File: src/rtl/mux_scan_ctrl.sv
// mux_scan_ctrl: select sequencer for a 4:1 mux stage.
// Walks the enabled channels in ascending order, holding each select for
// DWELL cycles, samples the mux output on the last dwell cycle of each
// channel and publishes the collected bits as a 4-bit snapshot.
//
// Handshake: start is a level qualifier sampled only while idle (busy=0);
// done and sample_stb are single-cycle pulses with no back-pressure, and
// the consumer must take scan_data on the cycle done is high or later
// (scan_data holds until the next completed scan).
module mux_scan_ctrl #(
  parameter int DWELL = 4,
  parameter int CNT_W = 8
) (
  input  logic       clk,
  input  logic       rst,
  input  logic       start,
  input  logic       stop,
  input  logic       mode,
  input  logic [3:0] ch_en,
  input  logic       mux_y,
  output logic [1:0] sel,
  output logic [3:0] scan_data,
  output logic       busy,
  output logic       done,
  output logic       sample_stb
);

  localparam logic [0:0] ST_IDLE = 1'b0;
  localparam logic [0:0] ST_SCAN = 1'b1;

  // Last dwell count before the sample edge.
  localparam logic [CNT_W-1:0] CNT_LAST = CNT_W'(DWELL - 1);

  logic [0:0]       state_q, state_d;
  logic [1:0]       sel_q, sel_d;
  logic [CNT_W-1:0] cnt_q, cnt_d;
  logic [3:0]       en_q, en_d;
  logic [3:0]       shadow_q, shadow_d;
  logic [3:0]       scan_data_q, scan_data_d;
  logic             busy_q, busy_d;
  logic             done_q, done_d;
  logic             sample_stb_q, sample_stb_d;

  logic [2:0] next_info;
  logic       at_sample;
  logic       completing;
  logic [3:0] merged;

  // Index of the lowest set bit; 0 for an empty mask.
  function automatic logic [1:0] lowest_bit(input logic [3:0] m);
    logic [1:0] r;
    r = 2'd0;
    for (int i = 3; i >= 0; i--) begin
      if (m[i]) r = 2'(i);
    end
    return r;
  endfunction

  // {found, index} of the lowest set bit strictly above s.
  function automatic logic [2:0] next_bit(input logic [3:0] m, input logic [1:0] s);
    logic [2:0] r;
    r = 3'b000;
    for (int i = 3; i >= 0; i--) begin
      if (m[i] && (i > int'(s))) r = {1'b1, 2'(i)};
    end
    return r;
  endfunction

  // Helper terms for the scan step: where the walk goes next and the
  // snapshot with the bit being sampled this cycle folded in.
  always_comb begin
    next_info       = next_bit(en_q, sel_q);
    at_sample       = (cnt_q == CNT_LAST);
    completing      = at_sample && !next_info[2];
    merged          = shadow_q;
    merged[sel_q]   = mux_y;
  end

  // Next-state logic for the IDLE/SCAN sequencer.
  always_comb begin
    state_d      = state_q;
    sel_d        = sel_q;
    cnt_d        = cnt_q;
    en_d         = en_q;
    shadow_d     = shadow_q;
    scan_data_d  = scan_data_q;
    busy_d       = busy_q;
    done_d       = 1'b0;
    sample_stb_d = 1'b0;

    case (state_q)
      ST_IDLE: begin
        // stop beats start; an empty mask completes at once with zero data.
        if (start && !stop) begin
          if (ch_en == 4'b0000) begin
            scan_data_d = 4'b0000;
            done_d      = 1'b1;
          end else begin
            en_d     = ch_en;
            shadow_d = 4'b0000;
            sel_d    = lowest_bit(ch_en);
            cnt_d    = '0;
            busy_d   = 1'b1;
            state_d  = ST_SCAN;
          end
        end
      end

      default: begin
        if (stop && !completing) begin
          // Abort: partial snapshot is dropped, published data untouched.
          state_d = ST_IDLE;
          busy_d  = 1'b0;
          sel_d   = 2'd0;
          cnt_d   = '0;
        end else if (at_sample) begin
          shadow_d     = merged;
          sample_stb_d = 1'b1;
          cnt_d        = '0;
          if (next_info[2]) begin
            sel_d = next_info[1:0];
          end else begin
            // Scan complete; completion wins over a coincident stop.
            scan_data_d = merged;
            done_d      = 1'b1;
            if (mode && !stop && (ch_en != 4'b0000)) begin
              en_d     = ch_en;
              shadow_d = 4'b0000;
              sel_d    = lowest_bit(ch_en);
            end else begin
              state_d = ST_IDLE;
              busy_d  = 1'b0;
              sel_d   = 2'd0;
            end
          end
        end else begin
          cnt_d = cnt_q + CNT_W'(1);
        end
      end
    endcase
  end

  // State and output registers; reset drops any partial scan.
  always_ff @(posedge clk or posedge rst) begin
    if (rst) begin
      state_q      <= ST_IDLE;
      sel_q        <= 2'd0;
      cnt_q        <= '0;
      en_q         <= 4'b0000;
      shadow_q     <= 4'b0000;
      scan_data_q  <= 4'b0000;
      busy_q       <= 1'b0;
      done_q       <= 1'b0;
      sample_stb_q <= 1'b0;
    end else begin
      state_q      <= state_d;
      sel_q        <= sel_d;
      cnt_q        <= cnt_d;
      en_q         <= en_d;
      shadow_q     <= shadow_d;
      scan_data_q  <= scan_data_d;
      busy_q       <= busy_d;
      done_q       <= done_d;
      sample_stb_q <= sample_stb_d;
    end
  end

  assign sel        = sel_q;
  assign scan_data  = scan_data_q;
  assign busy       = busy_q;
  assign done       = done_q;
  assign sample_stb = sample_stb_q;

endmodule

File: config.mk
export PLATFORM = sky130hd
export DESIGN_NAME = mux_scan_ctrl
export DESIGN_NICKNAME = d
export VERILOG_FILES = /design/src/rtl/mux_scan_ctrl.sv
export SDC_FILE = /design/constraint.sdc
export NUM_CORES = 1
export LEC_CHECK = 0
export ABC_AREA = 1
export CORE_ASPECT_RATIO = 0.5
export CORE_MARGIN = 8
export CORE_UTILIZATION = 30
export CTS_BUF_LIST = sky130_fd_sc_hd__clkbuf_4 sky130_fd_sc_hd__clkbuf_8
export DETAILED_ROUTE_END_ITERATION = 16
export RECOVER_POWER = 50
export REMOVE_ABC_BUFFERS = 1
export SYNTH_ARGS = -nofsm -noshare
export SYNTH_HDL_FRONTEND = slang
export SYNTH_SLANG_ARGS = --single-unit
export TNS_END_PERCENT = 5
File: constraint.sdc
create_clock -name clk -period 1.5 [get_ports clk]
set_clock_uncertainty 0.15 [all_clocks]
set_input_delay 0.3 -clock clk [delete_from_list [all_inputs] [get_ports clk]]
set_output_delay 0.3 -clock clk [all_outputs]
set_load 0.005 [all_outputs]
Word-level counts from Yosys, hierarchy flattened
Index checks and enable logic that the tools add are counted.
{ "word_totals": {"register_bits": 26, "input_bits": 10, "output_inout_bits": 9, "elab_cells": 111} }
{ "classes": {"addsub": 1, "magnitude_cmp": 5, "eq_ne": 9, "mux": 65, "reduce_logical": 22} }
{ "op_table": {"columns": ["operator", "n"], "rows": [
  ["two-way mux 4 bit", 20],
  ["two-way mux 8 bit", 5],
  ["two-way mux 1 bit", 24],
  ["two-way mux 2 bit", 11],
  ["AND reduction 5 bit", 2],
  ["logical AND 1 bit", 9],
  ["two-way mux 3 bit", 3],
  ["adder 8 x 1 -> 8 bit, second input constant", 1],
  ["equality test 8 x 2 -> 1 bit, second input constant", 1],
  ["inequality test 2 bit, second input constant", 3],
  ["AND reduction 6 bit", 1],
  ["bitwise mux 4 bit", 1],
  ["greater-than comparator 2 bit, first input constant", 2],
  ["zero test 4 bit", 1],
  ["inequality test 2 x 1 -> 1 bit, second input constant", 2],
  ["AND reduction 4 bit", 1],
  ["nonzero test 2 bit", 2],
  ["nonzero test 4 bit", 1],
  ["zero test 1 bit", 3],
  ["< comparator 2 x 3 -> 1 bit, second input constant", 1],
  ["inequality test 3 x 1 -> 1 bit, second input constant", 1],
  ["inequality test 3 x 2 -> 1 bit, second input constant", 1],
  ["inequality test 3 bit, second input constant", 1],
  ["AND reduction 3 bit", 1],
  ["other kinds (4)", 4]
]} }

Longest topological paths before layout
Gate-level depths: netlist of run 1.
{ "logic_depth": {"word_depth": 11, "mapped_depth": 10, "depth_no_buf": 10} }

Least setup slack after synthesis of run 1
No wires, ideal clock.
{ "synth_path": {"path_type": "register to register", "from": "register cnt_q[0]", "to": "register shadow_q[0]", "setup_time_ns": 0.116, "arrival_time_ns": 1.352, "required_time_ns": 1.234, "slack_ns": -0.119, "stages_incl_launch_ff": 11, "path_buffers": 0, "synth_period_minus_slack_ns": 1.619, "path_cell_list": "dfrtp_1 > ha_1 > inv_2 > nor2_1 > nand2_1 > nor2_2 > nor2_1 > nor2_4 > nand2_2 > nand2_1 > nand2_1"} }
{ "synth_between": {"elab_chain_cells": 6, "elab_cells_between_ends": 7, "cone_classes": "eq/ne: 3; reduce/logical: 4"} }
{ "synth_lines": {"columns": ["item", "line_no", "text"], "rows": [
  ["start, declared", "36", "logic [CNT_W-1:0] cnt_q, cnt_d;"],
  ["start signal, assigned", "158", "cnt_q <= cnt_d;"],
  ["equality test 8 x 2 -> 1 bit (*)", "73", "at_sample = (cnt_q == CNT_LAST);"],
  ["logical AND 1 bit", "74", "completing = at_sample && !next_info[2];"],
  ["zero test 1 bit", "110", "if (stop && !completing) begin"],
  ["logical AND 1 bit", "110", null],
  ["inequality test 2 bit (no source line)", null, null],
  ["AND reduction 4 bit (no source line) (*)", null, null],
  ["end signal, assigned", "160", "shadow_q <= shadow_d;"],
  ["end, declared", "38", "logic [3:0] shadow_q, shadow_d;"]
]} }
Every way passes the cells marked *; elsewhere a longest branch is shown, timed or not.
A chain may end at the register's enable or synchronous reset.

Worst setup path after layout of run 1
{ "layout_path": {"from": "register cnt_q[0]", "to": "register scan_data_q[2] (netlist: scan_data[2])"} }
{ "layout_between": {"elab_chain_cells": 6, "elab_cells_between_ends": 7, "cone_classes": "eq/ne: 3; reduce/logical: 4"} }
{ "layout_lines": {"columns": ["item", "line_no", "text"], "rows": [
  ["equality test 8 x 2 -> 1 bit (*)", "73", null],
  ["logical AND 1 bit", "74", null],
  ["zero test 1 bit", "110", null],
  ["logical AND 1 bit", "110", null],
  ["inequality test 2 bit (no source line)", null, null],
  ["AND reduction 5 bit (no source line) (*)", null, null],
  ["end signal, assigned", "161", "scan_data_q <= scan_data_d;"],
  ["end, declared", "39", "logic [3:0] scan_data_q, scan_data_d;"]
]} }
Marks and branches as above.

==> results of run 1 <==
==> critical path: cells and delay by family, from the launching register on <==
kind	cells	cell delay, ns
simple gates	7	0.65
fa+ha+maj	1	0.17
flops	1	0.41
buf+inv	3	0.22
==> kinds of logic after synthesis <==
group / Yosys count / synth area share [%]
AOI/OAI and AO/OA: 19 / 7.56
xor gates and xnor gates: 1 / 0.557
adders and majority gates: 1 / 0.795
buffers and inverters: 32 / 8.43
DFF: 25 / 39.8
and+or+nand+nor: 136 / 42.9
==> worst max-delay path by stage <==
stage | from | end | slack, ns | depth (start not counted)
after global routing | cnt_q[0]$_DFFE_PP0P_ | shadow_q[1]$_DFFE_PP0P_ | -0.32 | 10
after detailed placement | ch_en[2] | shadow_q[2]$_DFFE_PP0P_ | -0.35 | 10
final | cnt_q[0]$_DFFE_PP0P_ | scan_data[2]$_DFFE_PP0P_ | -0.21 | 11
after floorplan | state_q$_DFF_PP0_ | shadow_q[0]$_DFFE_PP0P_ | -0.13 | 7
after CTS | cnt_q[1]$_DFFE_PP0P_ | shadow_q[2]$_DFFE_PP0P_ | -0.12 | 10
after global placement | start | shadow_q[3]$_DFFE_PP0P_ | -0.30 | 10
==> stage by stage <==
step                      util, %  area [um^2]
after floorplan                 -         1560
after global placement       42.0         2090
after detailed placement     42.0         2090
after CTS                    43.9         2180
after global routing         45.3         2260
final                        45.3         2260
==> sequential cells by signal, indices dropped and copies added (netlist names) <==
name	count
busy	1
cnt_q	8
done	1
en_q	3
sample_stb	1
scan_data	4
sel	2
shadow_q	4
state_q	1
==> synthesized netlist by cell type, types with 3 or more instances <==
cell       n  area share (%)
inv_1     26             6.2
nand3_1   20             6.4
nor2_1    20             4.8
nand2_4    6             4.3
o21bai_1   3             1.4
nand2_1   63              15
nor2_2     4             1.6
o21ai_0    6             1.9
a21oi_1    3            0.95
o21ai_2    3             1.7
dfrtp_1   25              40
nand2_2    8             3.2
nand4_1    8             3.2
==> routing by layer <==
layer | track usage, % | routed length, um | up-vias
li1 | - | - | 801
met1 | 13.0 | 1990 | 762
met2 | 19.0 | 2020 | 27
met3 | 2.08 | 118 | 2
met4 | 2.65 | 37 | 0
met5 | 0 | 0 | -
==> final cells by class <==
type                    count  area [um^2]
flip-flops and latches     25          628
clock inverters             1         7.51
inverters                  30          118
repair buffers             58          487
fillers                   495         2720
well taps                  70         87.6
multi-input cells         157          888
clock buffers               3         41.3
==> cell usage in the layout, fill, tap and decap left out, types with 3 or more instances in the layout <==
cell             netlist  layout
nor2_1                20      16
clkdlybuf4s50_1        0       8
o21ai_1                2       3
nand3_1               20      19
clkbuf_8               0       3
buf_4                  2      36
nand2_2                8      10
nand4_1                8       8
inv_1                 26      26
nor2_4                 2       4
nand2_1               63      60
nor2_2                 4       6
o21ai_0                6       3
dfrtp_1               25      23
o21ai_2                3       5
o21bai_1               3       3
dlygate4sd2_1          0       9
nand2_4                6       7
==> timing repair <==
item | CTS | global route
cloned | 0 | 0
pin swaps | 4 | 7
resized for setup | 20 | 15
endpoints found under the setup margin | 33 | 25
setup buffers | 4 | 4
==> report_power, final <==
part | total, mW | switching, mW | leakage [nW] | internal [mW]
combinational | 0.836 | 0.453 | 0.845 | 0.383
clock | 0.421 | 0.233 | 0.0217 | 0.189
sequential | 0.824 | 0.0647 | 0.334 | 0.760
==> summary.md, run 1 <==
| Metric | Value |
|---|---|
| Yosys warns | `0` |
| Tcrit/Tclk final | `114%` |
| Final min period | `1.71 ns` |
| Flop2flop setup slack | `-0.21 ns` |
| Vias in the first global route | `1,542` |
| Final Hold Vio Count | `0` |
| Startpoint types | `flip-flop` |
| CP Max Fanout | `5` |
| Hold_buf cts | `0` |
| Post-Layout Cell Count | `344` |
| Startpoint of the worst hold path | `scan_data[1]$_DFFE_PP0P_` |
| Total routed wirelength | `4160 um` |
| Slowest CP cell | `dfrtp_1` |
| EDFF count, synth | `0` |
| Hold Path Depth | `2` |
| # IOs | `19` |
| DIE WIDTH | `118 um` |
| Largest net degree at the start of global routing | `26` |
| Dpl cells | `332` |
| Antenna violations before repair | `0` |
| Fin. max-slew vios | `0` |
| Layout area overhead | `43.5%` |
| Fmax | `586 MHz` |
| Failing checks | `setup timing` |
| Max cap viols | `0` |
| Max VDD drop | `0.426 mV` |
| Fraction of registers with async set/reset | `100%` |
| Reg2reg path depth | `11` |
| First-pass GRT wire length | `6970 um` |
| Post-DR wirelength/cell | `12.1 um` |
| Vias per cell | `4.63` |
| Placement Setup Slack | `-0.352 ns` |
| Port bufs | `18` |
| Synthesized instance count | `214` |
| ANT cells | `0` |
| Final HPWL DP | `3070 um` |
| Lkg Pwr | `1.20 nW` |
| Share of layout cells above drive strength 1 | `32.1%` |
| H-tree levels | `1` |
| Setup TNS | `-2.79 ns` |
| #FFs+latches synth | `25` |
| RSZ-0062 raised after global routing | `true` |
| Maximum clock path buffer count | `2` |
| Sequential share of the synthesized area | `39.8%` |
| Root Buffer | `clkbuf_8` |
| TritonRoute pass-1 iters | `4` |
| HP Class | `flip-flop to flip-flop` |
| Synth cell types | `27` |
| Routed Antenna Nets | `0` |
| Sink Count | `25` |
| Critical-path cell list | `ha_4 -> inv_2 -> nor2_2 -> nand2_2 -> nor2_4 -> buf_6 -> nand3_4 -> nand2_4 -> inv_4 -> nand2_1 -> nand2_1` |
| DR vias | `1,592` |
| Core Region | `0.00498 mm^2` |
| PwrDens | `922 mW/mm^2` |
| Worst reg2reg endpoint | `scan_data[2]$_DFFE_PP0P_` |
| CP max stage delay | `0.41 ns` |
| Max_slew headroom | `55.9%` |
| Global-route usage over all layers | `10.5%` |
| RR Startpoint | `cnt_q[0]$_DFFE_PP0P_` |
| DRC viols | `0` |
| Reg clk slew, reported paths | `0.10 ns` |
| Mean Syn Cell Area | `7.35 um^2` |
| Setup violators final | `23` |
| Overall die height | `67.2 um` |
| Crit path arrival time | `1.73 ns` |
| Most used DFF post-synth | `dfrtp_1` |
| Die area | `0.00796 mm^2` |
| Worst Path Required | `1.52 ns` |
| FP Rows | `18` |
| Clock Latency Late Sink | `0.27 ns` |
| Post-Synthesis Cell Area | `0.00157 mm^2` |
| Worst-Margin Slew | `0.662 ns` |
| Gpl congestion | `0.819` |
| DR iter-0 viols | `82` |
| Overflow after GRT | `0` |
| Kind of critical path | `flip-flop to flip-flop` |
| Tot Pwr | `2.08 mW` |
| Clock buffer count from CTS | `3` |
| Worst Hold Slack | `0.322 ns` |
| Status | `finished with violations` |
| Nets@finish | `286` |
| Top cell by count, worst path | `nand2_1` |
| Final WS setup | `-0.207 ns` |
| Starting Density | `31.6%` |
| Worst Setup End Kind | `flip-flop` |
| WHS Endpoint | `scan_data[1]$_DFFE_PP0P_` |
| CTS tree | `done` |
No activity file was read; power rests on OpenSTA's default activity.
==> run 2, diff against run 1 <==
- CORE_MARGIN: 8 -> not set
- HOLD_SLACK_MARGIN: not set -> 0.08
==> run 2 against run 1 <==
The flow still finishes with violations (setup timing). Core utilization is 0.10 points lower. First-iteration DRC count fell by 20%. Routed wire length decreased by 7.1%. Largest cell class unchanged. Design area fell by 0.22%. Total power down 1.1%. Non-clock buffer count fell by 1.
==> summary.md, run 2 (synthesis results as in run 1) <==
| Metric | Value |
|---|---|
| PwrDens | `914 mW/mm^2 (-0.86%)` |
| Root Buffer | `clkbuf_8` |
| Max VDD drop | `0.337 mV (-21%)` |
| DR vias | `1,531 (-3.8%)` |
| Routed Antenna Nets | `0 (unchanged)` |
| Final Hold Vio Count | `0 (unchanged)` |
| Global-route usage over all layers | `15.3% (+4.7 points)` |
| Crit path arrival time | `1.66 ns (-0.07 ns)` |
| Placement Setup Slack | `-0.372 ns (-0.0203 ns)` |
| ANT cells | `0 (unchanged)` |
| Vias in the first global route | `1,481 (-4.0%)` |
| Reg clk slew, reported paths | `0.10 ns (about the same)` |
| Overflow after GRT | `0 (unchanged)` |
| Tot Pwr | `2.06 mW (-1.1%)` |
| Die area | `0.00555 mm^2 (-30%)` |
| RSZ-0062 raised after global routing | `true` |
| First-pass GRT wire length | `6620 um (-5.1%)` |
| Clock Latency Late Sink | `0.28 ns (about the same)` |
| Status | `finished with violations` |
| # IOs | `19 (unchanged)` |
| Max cap viols | `0 (unchanged)` |
| Area occupied by multi-input gates | `898 um^2 (+1.1%)` |
| Post-DR wirelength/cell | `11.3 um (-6.8%)` |
| Area post-placement | `0.00209 mm^2 (-0.24%)` |
| Fin. max-slew vios | `0 (unchanged)` |
| Final min period | `1.64 ns (-0.0674 ns)` |
| Largest net degree at the start of global routing | `26 (unchanged)` |
| Clock buffer count from CTS | `3 (unchanged)` |
| CTS tree | `done` |
| Failing checks | `setup timing` |
| Port bufs | `18 (unchanged)` |
| Top reg by flops | `cnt_q` |
| CP Max Fanout | `3 (-2)` |
| Sequential Area | `628 um^2 (unchanged)` |
| Setup violators final | `23 (unchanged)` |
| Setup TNS | `-1.96 ns (+0.835 ns)` |
| Startpoint types | `flip-flop` |
| DRC viols | `0 (unchanged)` |
| Kind of critical path | `flip-flop to flip-flop` |
| Commonest non-fill, non-tap cells in the layout | `nand2_1 (57), buf_4 (37), inv_1 (26)` |
| DIE WIDTH | `104 um (-12%)` |
| Hold_buf cts | `0 (unchanged)` |
| Vias per cell | `4.46 (-3.6%)` |
| H-tree levels | `1 (unchanged)` |
| HP Class | `flip-flop to flip-flop` |
| Nets@finish | `285 (-0.35%)` |
| Sink Count | `25 (unchanged)` |
| Worst Setup End Kind | `flip-flop` |
| Post-route design area | `0.00225 mm^2 (-0.22%)` |
| Max_slew headroom | `56.0% (+0.074 points)` |
| Overall die height | `53.2 um (-21%)` |
| Share of layout cells above drive strength 1 | `32.6% (+0.48 points)` |
| DR iter-0 viols | `66 (-20%)` |
| Most common cell after layout, fill and taps aside | `nand2_1` |
| Fillers | `487 (-1.6%)` |
| Worst Path Required | `1.52 ns (about the same)` |
| Core Region | `0.00498 mm^2 (unchanged)` |
| TritonRoute pass-1 iters | `4 (unchanged)` |
| Layout area overhead | `43.2%` |
| FP Rows | `18 (unchanged)` |
| Fmax | `610 MHz (+4.1%)` |
| Max reg flops | `8 (unchanged)` |
| Starting Density | `31.6% (unchanged)` |
| Lkg Pwr | `1.20 nW (-0.31%)` |
| Antenna violations before repair | `0 (unchanged)` |
| Gpl congestion | `0.834 (+1.8%)` |
| Final HPWL DP | `2950 um (-3.9%)` |
| Worst-Margin Slew | `0.660 ns (-0.00112 ns)` |
| Tcrit/Tclk final | `109% (-4.5 points)` |
| Final WS setup | `-0.140 ns (+0.0674 ns)` |
| Total routed wirelength | `3870 um (-7.1%)` |
| Maximum clock path buffer count | `2 (unchanged)` |
## run 2: stage by stage
step	hold slack (ns)	cells	util, %
2_1_floorplan	0.177	212	-
3_3_place_gp	0.305	333	41.9
3_5_place_dp	0.313	333	41.9
4_1_cts	0.200	341	44.6
5_1_grt	0.360	343	45.2
6_report	0.333	343	45.2
## run 2: worst max-delay path, stage by stage (launching register included)
cell and delay [ns]:
dfrtp_1 0.41, ha_4 0.17, buf_4 0.10, nand2_1 0.05, nor2_1 0.11, nand2_1 0.10, buf_4 0.16, nor3b_2 0.21
o21ai_2 0.09
## run 2: timing repair
action | CTS | global route
pin swaps | 3 | 5
setup buffers | 4 | 2
hold endpoints to repair | 0 | 0
endpoints found under the setup margin | 33 | 25
resized for setup | 28 | 9
## run 2: layout make-up
cell class,count,share of cell area (%)
Clock inverter,1,0.333
Timing Repair Buffer,57,20.9
Clock buffer,3,1.83
Tap cell,70,3.89
Sequential cell,25,27.9
Inverter,30,5.22
Multi-Input combinational cell,157,39.9
## run 2: path summary, 6_finish.rpt
| kind | start | cells past startpoint | end | slack, ns |
|---|---|---|---|---|
| min reg2reg | scan_data[2]$_DFFE_PP0P_ | 2 | scan_data[2]$_DFFE_PP0P_ | 0.33 |
| max in group asynchronous | rst | 3 | sel[1]$_DFFE_PP0P_ | 0.26 |
| min in group asynchronous | rst | 3 | cnt_q[4]$_DFFE_PP0P_ | 0.48 |
| min | scan_data[2]$_DFFE_PP0P_ | 2 | scan_data[2]$_DFFE_PP0P_ | 0.33 |
| max | cnt_q[0]$_DFFE_PP0P_ | 8 | state_q$_DFF_PP0_ | -0.14 |
| max reg2reg | cnt_q[0]$_DFFE_PP0P_ | 8 | state_q$_DFF_PP0_ | -0.14 |
## run 2: routing by layer
layer,track usage (%),up-vias,wire (um)
met3,3.45,0,106
met2,27.8,21,1860
met4,4.29,0,0
met5,0,-,0
met1,18.5,710,1900
li1,-,800,-
## run 2: report_power, final
group | switching, mW | internal [mW] | total (mW)
Combinational | 0.443 | 0.365 | 0.808
Sequential | 0.0639 | 0.759 | 0.823
Clock | 0.239 | 0.189 | 0.428
Total | 0.746 | 1.31 | 2.06
